### config.mk
export PLATFORM = sky130hd
export DESIGN_NAME = step_clk_ctrl
export DESIGN_NICKNAME = d
export VERILOG_FILES = /design/src/rtl/step_clk_ctrl.sv
export SDC_FILE = /design/constraint.sdc
export NUM_CORES = 1
export LEC_CHECK = 0
export BUFFER_PORTS_ARGS = -buffer_cell sky130_fd_sc_hd__buf_2
export CAP_MARGIN = 20
export CORE_MARGIN = 2
export CORE_UTILIZATION = 64
export DETAILED_ROUTE_END_ITERATION = 10
export PLACE_DENSITY = 0.84
export SLEW_MARGIN = 15
export SYNTH_ARGS = -nofsm -noshare
export SYNTH_HDL_FRONTEND = slang
export SYNTH_SLANG_ARGS = --single-unit
### constraint.sdc
create_clock -name clk -period 4.7 [get_ports clk]
set_input_delay 1.175 -clock clk [delete_from_list [all_inputs] [get_ports clk]]
set_output_delay 1.175 -clock clk [all_outputs]
set_load 0.03 [all_outputs]
### src/rtl/step_clk_ctrl.sv
// rtl/step_clk_ctrl.sv - single-step processor clock source: debounced button or free-run tick to fixed-width clk_pb pulse
module step_clk_ctrl #(
    parameter int DB_COUNT   = 500000,
    parameter int PULSE_HIGH = 50000,
    parameter int PULSE_LOW  = 50000,
    parameter int CNT_W      = 16
) (
    input  logic             clk,
    input  logic             rst,
    input  logic             button,
    input  logic             run_en,
    input  logic             run_tick,
    output logic             clk_pb,
    output logic             pb_db,
    output logic             busy,
    output logic [CNT_W-1:0] step_count
);

    localparam int DW   = $clog2(DB_COUNT + 1);
    localparam int PMAX = (PULSE_HIGH > PULSE_LOW) ? PULSE_HIGH : PULSE_LOW;
    localparam int PW   = $clog2(PMAX + 1);

    typedef enum logic [1:0] {IDLE, HIGH, GUARD} state_t;

    logic             btn_s1_q, btn_s2_q, en_s1_q, en_s2_q, tick_s1_q, tick_s2_q;
    logic             tick_q, tick_prev_q, pb_db_q, pb_prev_q;
    logic             vld1_q, vld2_q, arm_q, req_q;
    logic [DW-1:0]    db_cnt_q;
    state_t           state_q, state_d;
    logic [PW-1:0]    pcnt_q, pcnt_d;
    logic             clk_pb_q, clk_pb_d, busy_q, busy_d;
    logic [CNT_W-1:0] step_cnt_q, step_cnt_d;
    logic             step_req, run_req;

    // A button already held when reset drops must not fire: arm only after the
    // synchronised button has been seen genuinely released.
    assign step_req = pb_db_q & ~pb_prev_q & arm_q & ~en_s2_q;
    assign run_req  = tick_q & ~tick_prev_q & en_s2_q;

    always_ff @(posedge clk or posedge rst) begin
        if (rst) begin
            btn_s1_q    <= 1'b0;
            btn_s2_q    <= 1'b0;
            en_s1_q     <= 1'b0;
            en_s2_q     <= 1'b0;
            tick_s1_q   <= 1'b0;
            tick_s2_q   <= 1'b0;
            tick_q      <= 1'b0;
            tick_prev_q <= 1'b0;
            pb_db_q     <= 1'b0;
            pb_prev_q   <= 1'b0;
            vld1_q      <= 1'b0;
            vld2_q      <= 1'b0;
            arm_q       <= 1'b0;
            req_q       <= 1'b0;
            db_cnt_q    <= '0;
        end else begin
            btn_s1_q    <= button;
            btn_s2_q    <= btn_s1_q;
            en_s1_q     <= run_en;
            en_s2_q     <= en_s1_q;
            tick_s1_q   <= run_tick;
            tick_s2_q   <= tick_s1_q;
            tick_q      <= tick_s2_q;
            tick_prev_q <= tick_q;
            pb_prev_q   <= pb_db_q;
            vld1_q      <= 1'b1;
            vld2_q      <= vld1_q;
            arm_q       <= arm_q | (vld2_q & ~btn_s2_q & ~pb_db_q);
            req_q       <= step_req | run_req;
            if (btn_s2_q == pb_db_q) begin
                db_cnt_q <= '0;
            end else if (db_cnt_q == DW'(DB_COUNT)) begin
                pb_db_q  <= ~pb_db_q;
                db_cnt_q <= '0;
            end else begin
                db_cnt_q <= db_cnt_q + 1'b1;
            end
        end
    end

    always_ff @(posedge clk or posedge rst) begin
        if (rst) begin
            state_q    <= IDLE;
            pcnt_q     <= '0;
            clk_pb_q   <= 1'b0;
            busy_q     <= 1'b0;
            step_cnt_q <= '0;
        end else begin
            state_q    <= state_d;
            pcnt_q     <= pcnt_d;
            clk_pb_q   <= clk_pb_d;
            busy_q     <= busy_d;
            step_cnt_q <= step_cnt_d;
        end
    end

    always_comb begin
        state_d    = state_q;
        pcnt_d     = pcnt_q;
        clk_pb_d   = clk_pb_q;
        busy_d     = busy_q;
        step_cnt_d = step_cnt_q;
        case (state_q)
            IDLE: begin
                if (req_q) begin
                    state_d    = HIGH;
                    pcnt_d     = '0;
                    clk_pb_d   = 1'b1;
                    busy_d     = 1'b1;
                    step_cnt_d = step_cnt_q + 1'b1;
                end
            end
            HIGH: begin
                if (pcnt_q == PW'(PULSE_HIGH - 1)) begin
                    state_d  = GUARD;
                    pcnt_d   = '0;
                    clk_pb_d = 1'b0;
                end else begin
                    pcnt_d = pcnt_q + 1'b1;
                end
            end
            GUARD: begin
                if (pcnt_q == PW'(PULSE_LOW - 1)) begin
                    state_d = IDLE;
                    pcnt_d  = '0;
                    busy_d  = 1'b0;
                end else begin
                    pcnt_d = pcnt_q + 1'b1;
                end
            end
            default: begin
                state_d  = IDLE;
                pcnt_d   = '0;
                clk_pb_d = 1'b0;
                busy_d   = 1'b0;
            end
        endcase
    end

    assign clk_pb     = clk_pb_q;
    assign pb_db      = pb_db_q;
    assign busy       = busy_q;
    assign step_count = step_cnt_q;

endmodule
==> results.json, run 1 <==
{
  "core_um2": 4750,
  "grt_usage_pct": 23.2,
  "fp.dieH_um": 74.5,
  "wire_per_inst_um": 14.2,
  "holdCritPathClass": "flop to flop",
  "maxCapViolCount": 0,
  "final_antenna_net_count": 0,
  "crit_fanout": 11,
  "start_util_pct": 66.9,
  "die-area_um2": 5550,
  "drv_slew": 0,
  "rr_worst_depth": 4,
  "yosysSeqAreaShare_pct": 54.2,
  "synth-seq-cells": 69,
  "drt_iter0_markers": 214,
  "p_clk_share_pct": 34.6,
  "cp_slowest_cell": "or4_1",
  "reg2reg_to": "pcnt_q[7]",
  "power_density_nw_per_um2": 392,
  "grt_pass1_vias": 2212,
  "start_kind": "flop",
  "relSlewSlack_pct": 34.9,
  "htree_levels": 3,
  "ioPinCount": 24,
  "p_sw_share_pct": 29.6,
  "vias": 2305,
  "clkSinkCount": 69,
  "syn_area_per_cell_um2": 10.6,
  "drcViolationCount": 0,
  "yosysTopAreaCellShare_pct": 54.2,
  "nets": 341,
  "fin_area_um2": 3560,
  "ys.flop_type": "dfrtp_1",
  "fp-row-count": 25,
  "cts-root-buf": "clkbuf_8",
  "finalCoreUtilization_pct": 74.8,
  "cts_tree": "done",
  "seqPwrFrac_pct": 48.5,
  "finalWirelength_um": 5680,
  "fin_crit_sh_pct": 50.5,
  "cp_cell_sequence": "or4b_4, or4_1, a21oi_2, nor2_1",
  "synth_cell_type_count": 40,
  "fin_hold_ws_ns": 0.354,
  "post_cts_resized": 0,
  "netlist_area_um2": 3180,
  "gr-total-overflow": 0,
  "diodes": 0,
  "clock_path_buffers": 2,
  "io_buffers": 23,
  "syn_inst": 299,
  "clk_latency_ns": 0.34,
  "switching_power_uw": 412,
  "viasPerCell": 5.76,
  "die_x_um": 74.5,
  "r2r_start": "pcnt_q[7]",
  "clock_skew_ns": 0.00918,
  "cp.arrival_ns": 2.58,
  "yosys.area.top_type": "dfrtp_1",
  "slowest_delay_ns": 0.68,
  "post_cts_buffers": 0,
  "grt_max_degree": 38,
  "holdBufCountCts": 0,
  "hpwl_um": 3910,
  "worstPathRequired_ns": 4.91,
  "ys_async_sr_fraction_pct": 100,
  "final_cells": 400,
  "irDropWorstVdd_mv": 0.220,
  "fmax_mhz": 421,
  "rsz0062_at_grt": "no",
  "place_area_um2": 3360,
  "min_delay_worst_endpoint": "en_s2_q",
  "hold_violations": 0,
  "worst_slew_pin_slew_ns": 0.973,
  "first_pass_iters": 5,
  "crit_type": "flop to flop",
  "min-delay-start": "en_s1_q",
  "dp.cells": 385,
  "end_kind": "flop",
  "internal_power_uw": 981,
  "clk_pin_slew_ns": 0.07,
  "hold_depth": 0,
  "finalCriticalPeriod_ns": 2.37,
  "outcome": "finished clean",
  "yosysWarnings": 0,
  "p_leak_uw": 0.00159,
  "finalSetupViolations": 0,
  "cts_made_buffers": 9,
  "pwr-share-comb_pct": 16.9,
  "synth-edff-count": 0,
  "areaGrowthSynthToFinish_pct": 11.8,
  "fin_tns_setup_ns": 0,
  "grt_pass1_wl_um": 9660,
  "synth_area_leaders": "dfrtp_1, xnor2_1, xor2_1, nor2_1, ha_1",
  "syn_nets": 311,
  "r2r_slack_ns": 2.33,
  "place.gp.congestion": 0.866,
  "drive_gt1_share_pct": 14.1,
  "antenna_found_initial": 0
}
[registers in the layout, summed over array words and instances, names as in the netlist, 2 cells and up]
| name | cells |
|---|---|
| db_cnt_q | 19 |
| pcnt_q | 16 |
| state_q | 2 |
| step_count | 16 |
[layout by cell type (no fill, tap or decap), types with 3 or more instances in the layout]
master	n
nand2_1	16
dfrtp_1	69
ha_1	7
inv_1	13
clkbuf_8	11
nor2_1	29
nand3_1	15
nor2b_1	3
o21ai_0	10
nand3b_1	3
a21oi_1	16
xor2_1	14
nand4_1	12
nand2b_1	4
and4_1	3
nor4_1	6
or4_1	6
xnor2_1	21
and3_1	5
nor3_1	7
o31ai_1	7
buf_2	23
or3_1	7
[Yosys cell counts (2+ instances only)]
library cell	instances
nor3_1	7
nand2b_1	4
xor2_1	14
nand4_1	12
or3_1	7
nand2_1	16
and2_1	2
and4_1	3
o31ai_1	7
nor2b_1	3
ha_1	7
nor4b_1	2
nor4_1	6
nor2_1	29
o21ai_0	10
a21oi_1	16
a21o_1	2
clkbuf_1	2
a2bb2oi_1	2
or4_1	6
mux2_2	2
nand3b_1	3
nand3_1	15
xnor2_1	21
dfrtp_1	69
inv_1	14
and3_1	5
[final cells by class]
type                       count  area [µm²]
multi-input combinational    211        1370
clock buffer                  11         151
inverter                      14        52.6
tap                           67        83.8
fill                         335        1200
sequential                    69        1730
clock inverter                 4        47.5
timing repair buffer          24         123
[layer usage]
| metal | wire [µm] | global-route usage [%] | share of wire (%) |
|---|---|---|---|
| met1 | 2630 | 29.7 | 46 |
| met2 | 2740 | 37.0 | 48 |
| met3 | 211 | 6.37 | 3.7 |
| met4 | 104 | 10.3 | 1.8 |
| met5 | 0 | 0 | 0 |
[how the worst max path moves through the flow]
stage,startpoint,endpoint,slack [ns],cells past startpoint
6_report,pcnt_q[7],pcnt_q[7],2.33,4
5_1_grt,pcnt_q[11],pcnt_q[7],2.20,4
4_1_cts,pcnt_q[11],pcnt_q[8],2.31,4
3_5_place_dp,pcnt_q[7],pcnt_q[8],2.32,4
3_3_place_gp,pcnt_q[11],pcnt_q[8],2.41,4
2_1_floorplan,rst,arm_q,1.79,1
[cell families (layout without fill, tap and decap cells)]
group | count (synthesis) | in the layout | synth area share, %
compound gates | 42 | 42 | 8.61
xor+xnor | 35 | 35 | 9.63
fa+ha+maj | 7 | 7 | 2.75
buf+inv | 19 | 53 | 2.63
flops | 69 | 69 | 54.2
mux | 2 | 2 | 0.707
other cells | 1 | 1 | 0.118
simple gates | 124 | 124 | 21.3
[through the flow]
stage,power [µW],worst slack [ns]
3_5_place_dp,923,2.32
5_1_grt,1460,2.20
3_3_place_gp,911,2.41
2_1_floorplan,865,1.79
4_1_cts,1400,2.31
6_report,1390,2.33
[power groups by stage]
stage	combinational [µW]	sequential [µW]	clock (µW)
floorplan	139	726	0
global placement	228	684	0
detailed placement	237	686	0
CTS	238	675	491
global route	261	682	517
finish	236	675	482
[worst max-delay path, delay by kind of cell, from the launching register on]
family | cells | cell delay, ns
simple gates | 3 | 1.35
compound gates | 1 | 0.49
flops | 1 | 0.41
Power figures use the tool's default switching activity.
==> run 2: changes to the inputs <==
- CORE_UTILIZATION: 64 -> 59
- PLACE_DENSITY: 0.84 -> 0.78
- clock period: 4.7 -> 2.3 ns (I/O delays scaled with it)
==> results.json, run 2 (synthesis results as in run 1) <==
{
  "outcome": "finished clean",
  "fp.dieH_um": 77.5,
  "place.gp.congestion": 0.844,
  "finalCriticalPeriod_ns": 2.18,
  "post_cts_resized": 0,
  "clock_path_buffers": 2,
  "holdCritPathClass": "input pin to asynchronous set/reset pin",
  "largest_reg_flops": 19,
  "die-area_um2": 6000,
  "top_register": "db_cnt_q",
  "use_met3_pct": 8.14,
  "mostFrequentLayoutCells": "dfrtp_1, nor2_1, buf_2, xnor2_1",
  "fin_crit_sh_pct": 94.7,
  "clock_skew_ns": 0.00524,
  "cp.arrival_ns": 2.40,
  "maxCapViolCount": 0,
  "clkSinkCount": 69,
  "die_x_um": 77.5,
  "cts_made_buffers": 9,
  "irDropWorstVdd_mv": 0.570,
  "fin_area_um2": 3620,
  "crit_type": "flop to flop",
  "final_common_cell": "dfrtp_1",
  "hpwl_um": 3890,
  "post_cts_buffers": 0,
  "rr_worst_depth": 5,
  "first_pass_iters": 4,
  "hold_violations": 0,
  "fmax_mhz": 459,
  "crit_fanout": 11,
  "clk_latency_ns": 0.34,
  "htree_levels": 3,
  "diodes": 0,
  "drive_gt1_share_pct": 16.1,
  "io_buffers": 23,
  "n_fill_cell": 381,
  "end_kind": "flop",
  "cts-root-buf": "clkbuf_8",
  "grt_max_degree": 70,
  "holdBufCountCts": 0,
  "cts_tree": "done",
  "areaGrowthSynthToFinish_pct": 13.8,
  "r2r_slack_ns": 0.12,
  "power_density_nw_per_um2": 785,
  "finalSetupViolations": 0,
  "final_antenna_net_count": 0,
  "ioPinCount": 24,
  "gr-total-overflow": 0,
  "drt_iter0_markers": 98,
  "nets": 348,
  "relSlewSlack_pct": 61.5,
  "grt_pass1_vias": 2254,
  "fin_tns_setup_ns": 0,
  "clk_pin_slew_ns": 0.07,
  "viasPerCell": 5.53,
  "grt_pass1_wl_um": 10100,
  "vias": 2272,
  "worstPathRequired_ns": 2.52,
  "start_kind": "flop",
  "fin_hold_ws_ns": 0.309,
  "p_leak_uw": 0.00162,
  "core_um2": 5170,
  "gr-usage-met1_pct": 27.1,
  "grt_usage_pct": 21.5,
  "rsz0062_at_grt": "no",
  "wire_per_inst_um": 13.8,
  "grtUsageMet2_pct": 34.6,
  "worst_slew_pin_slew_ns": 0.577,
  "drcViolationCount": 0,
  "fp-row-count": 26,
  "drv_slew": 0,
  "antenna_found_initial": 0,
  "place_area_um2": 3430,
  "busiest_layer": "met2",
  "start_util_pct": 61.5,
  "finalWirelength_um": 5660
}
-- run 2: path summary, 6_finish.rpt --
check                           start    endpoint
max                        pcnt_q[11]  pcnt_q[12]
max in group asynchronous         rst    btn_s2_q
max reg2reg                pcnt_q[11]  pcnt_q[12]
min in group clk             run_tick   tick_s1_q
min                               rst      tick_q
min reg2reg                   en_s1_q     en_s2_q
-- run 2: area by class of cell --
cell class | count | area, µm² | share of cell area, %
clock buffers | 9 | 124 | 3.42
clock inverters | 7 | 66.3 | 1.83
inverters | 14 | 56.3 | 1.55
multi-input cells | 211 | 1370 | 37.9
flip-flops and latches | 69 | 1730 | 47.7
well taps | 70 | 87.6 | 2.42
repair buffers | 31 | 188 | 5.18
-- run 2: stage by stage --
step           total power, µW  setup slack [ns]  util (%)  cells
2_1_floorplan             1770             0.248         -    299
3_5_place_dp              1930             0.142      66.3    395
5_1_grt                   3000            0.0425      70.0    411
6_report                  2840             0.122      70.0    411
3_3_place_gp              1910             0.187      66.3    395
4_1_cts                   2870             0.131      70.0    411
-- run 2: report_power, final --
group	leakage (µW)	switching [µW]	internal (µW)
logic	0.000604	338	188
registers	0.000922	80.2	1300
clock network	0.0000987	445	494
total	0.00162	863	1980
-- run 2: routing by layer --
metal	wire length, µm	share of wire, %
met3	243	4.3
met1	2610	46
met2	2720	48
met5	0	0
met4	79	1.4
-- run 2: worst max-delay path: stages (launching register included) --
cell     delay, ns
dfrtp_1       0.43
or4b_1        0.57
or4_1         0.63
a21oi_2       0.18
buf_4         0.19
a21oi_1       0.06
==> run 3: changes to the inputs <==
- CORE_ASPECT_RATIO: unset -> 1.25
==> results.json, run 3 (synthesis results as in run 1) <==
{
  "outcome": "finished clean",
  "top_register": "db_cnt_q",
  "vias": 2292,
  "relSlewSlack_pct": 61.9,
  "fin_tns_setup_ns": 0,
  "io_buffers": 23,
  "viasPerCell": 5.69,
  "fin_crit_sh_pct": 95.0,
  "drcViolationCount": 0,
  "p_sw_share_pct": 29.9,
  "fp-row-count": 29,
  "clock_path_buffers": 2,
  "fp.dieH_um": 86.1,
  "finalSetupViolations": 0,
  "worst_slew_pin_slew_ns": 0.571,
  "post_cts_resized": 0,
  "drv_slew": 0,
  "switching_power_uw": 866,
  "wire_per_inst_um": 14.5,
  "power_density_nw_per_um2": 799,
  "dp_slack_ns": 0.120,
  "hold_violations": 0,
  "post_cts_buffers": 0,
  "cts_made_buffers": 9,
  "worstPathRequired_ns": 2.53,
  "fin_hold_ws_ns": 0.314,
  "ioPinCount": 24,
  "p_clk_share_pct": 33.5,
  "core_um2": 5150,
  "die-area_um2": 6000,
  "clock_skew_ns": 0.00714,
  "crit_fanout": 11,
  "finalCriticalPeriod_ns": 2.19,
  "grt_usage_pct": 22.0,
  "holdBufCountCts": 0,
  "internal_power_uw": 2030,
  "final_common_cell": "dfrtp_1",
  "cts-root-buf": "clkbuf_8",
  "htree_levels": 3,
  "grt_max_degree": 70,
  "design_power_total_uw": 2900,
  "rsz0062_at_grt": "no",
  "first_pass_iters": 4,
  "drive_gt1_share_pct": 15.5,
  "maxCapViolCount": 0,
  "die_x_um": 69.7,
  "grt_pass1_vias": 2221,
  "grt_pass1_wl_um": 10400,
  "pwr-share-comb_pct": 19.0,
  "gr-total-overflow": 0,
  "finalWirelength_um": 5860,
  "areaGrowthSynthToFinish_pct": 13.9,
  "clkSinkCount": 69,
  "cp.arrival_ns": 2.41,
  "antenna_found_initial": 0,
  "hpwl_um": 4110,
  "setup_slack_ns": 0.115,
  "crit_type": "flop to flop",
  "nets": 348,
  "clk_pin_slew_ns": 0.07,
  "diodes": 0,
  "mostFrequentLayoutCells": "dfrtp_1, nor2_1, buf_2, xnor2_1",
  "start_kind": "flop",
  "largest_reg_flops": 19,
  "seqPwrFrac_pct": 47.5,
  "fmax_mhz": 458,
  "holdCritPathClass": "input pin to asynchronous set/reset pin",
  "clk_latency_ns": 0.34,
  "irDropWorstVdd_mv": 0.436,
  "p_leak_uw": 0.00163,
  "drt_iter0_markers": 197,
  "start_util_pct": 61.8,
  "end_kind": "flop",
  "final_antenna_net_count": 0,
  "place.gp.congestion": 0.813,
  "cts_tree": "done",
  "finalCoreUtilization_pct": 70.4
}
[run 3: final timing paths]
path | slack (ns) | start | endpoint | cells after the start
worst max-delay path | 0.11 | pcnt_q[7] | pcnt_q[9] | 5
worst min-delay path | 0.31 | rst | step_count[13] | 3
worst max register to register | 0.11 | pcnt_q[7] | pcnt_q[9] | 5
worst min register to register | 0.35 | tick_s2_q | tick_q | 0
max in group asynchronous | 1.70 | rst | pb_db | 3
min in group clk | 0.34 | button | btn_s1_q | 1
[run 3: metrics by stage]
| stage | std cells | cell area (µm²) |
|---|---|---|
| after floorplan | 299 | 3190 |
| after global placement | 387 | 3430 |
| after detailed placement | 387 | 3430 |
| after CTS | 403 | 3630 |
| after global routing | 403 | 3630 |
| final | 403 | 3630 |
[run 3: power groups by stage]
stage               Combinational, µW  Clock, µW  Sequential [µW]
detailed placement                552          0             1400
finish                            551        970             1380
floorplan                         285          0             1480
global route                      602       1050             1390
CTS                               553        993             1380
global placement                  541          0             1400
[run 3: metal layers]
| metal | GRT usage [%] | vias up | share of wire (%) |
|---|---|---|---|
| li1 | - | 1132 | - |
| met1 | 28.1 | 1121 | 43 |
| met2 | 35.1 | 33 | 53 |
| met3 | 5.76 | 6 | 2.9 |
| met4 | 11.0 | 0 | 1.2 |
| met5 | 0 | - | 0 |
[run 3: final cells by class]
| cell class | instances | area [µm²] |
|---|---|---|
| sequential | 69 | 1730 |
| fill | 394 | 1530 |
| multi-input combinational | 211 | 1370 |
| timing repair buffer | 31 | 200 |
| clock buffer | 12 | 145 |
| tap | 62 | 77.6 |
| inverter | 14 | 56.3 |
| clock inverter | 4 | 47.5 |
[run 3: critical path: stages, from the launching register on]
cell     delay [ns]
dfrtp_1        0.41
or4b_4         0.55
or4_1          0.68
a21oi_2        0.24
buf_12         0.14
nor2_1         0.05
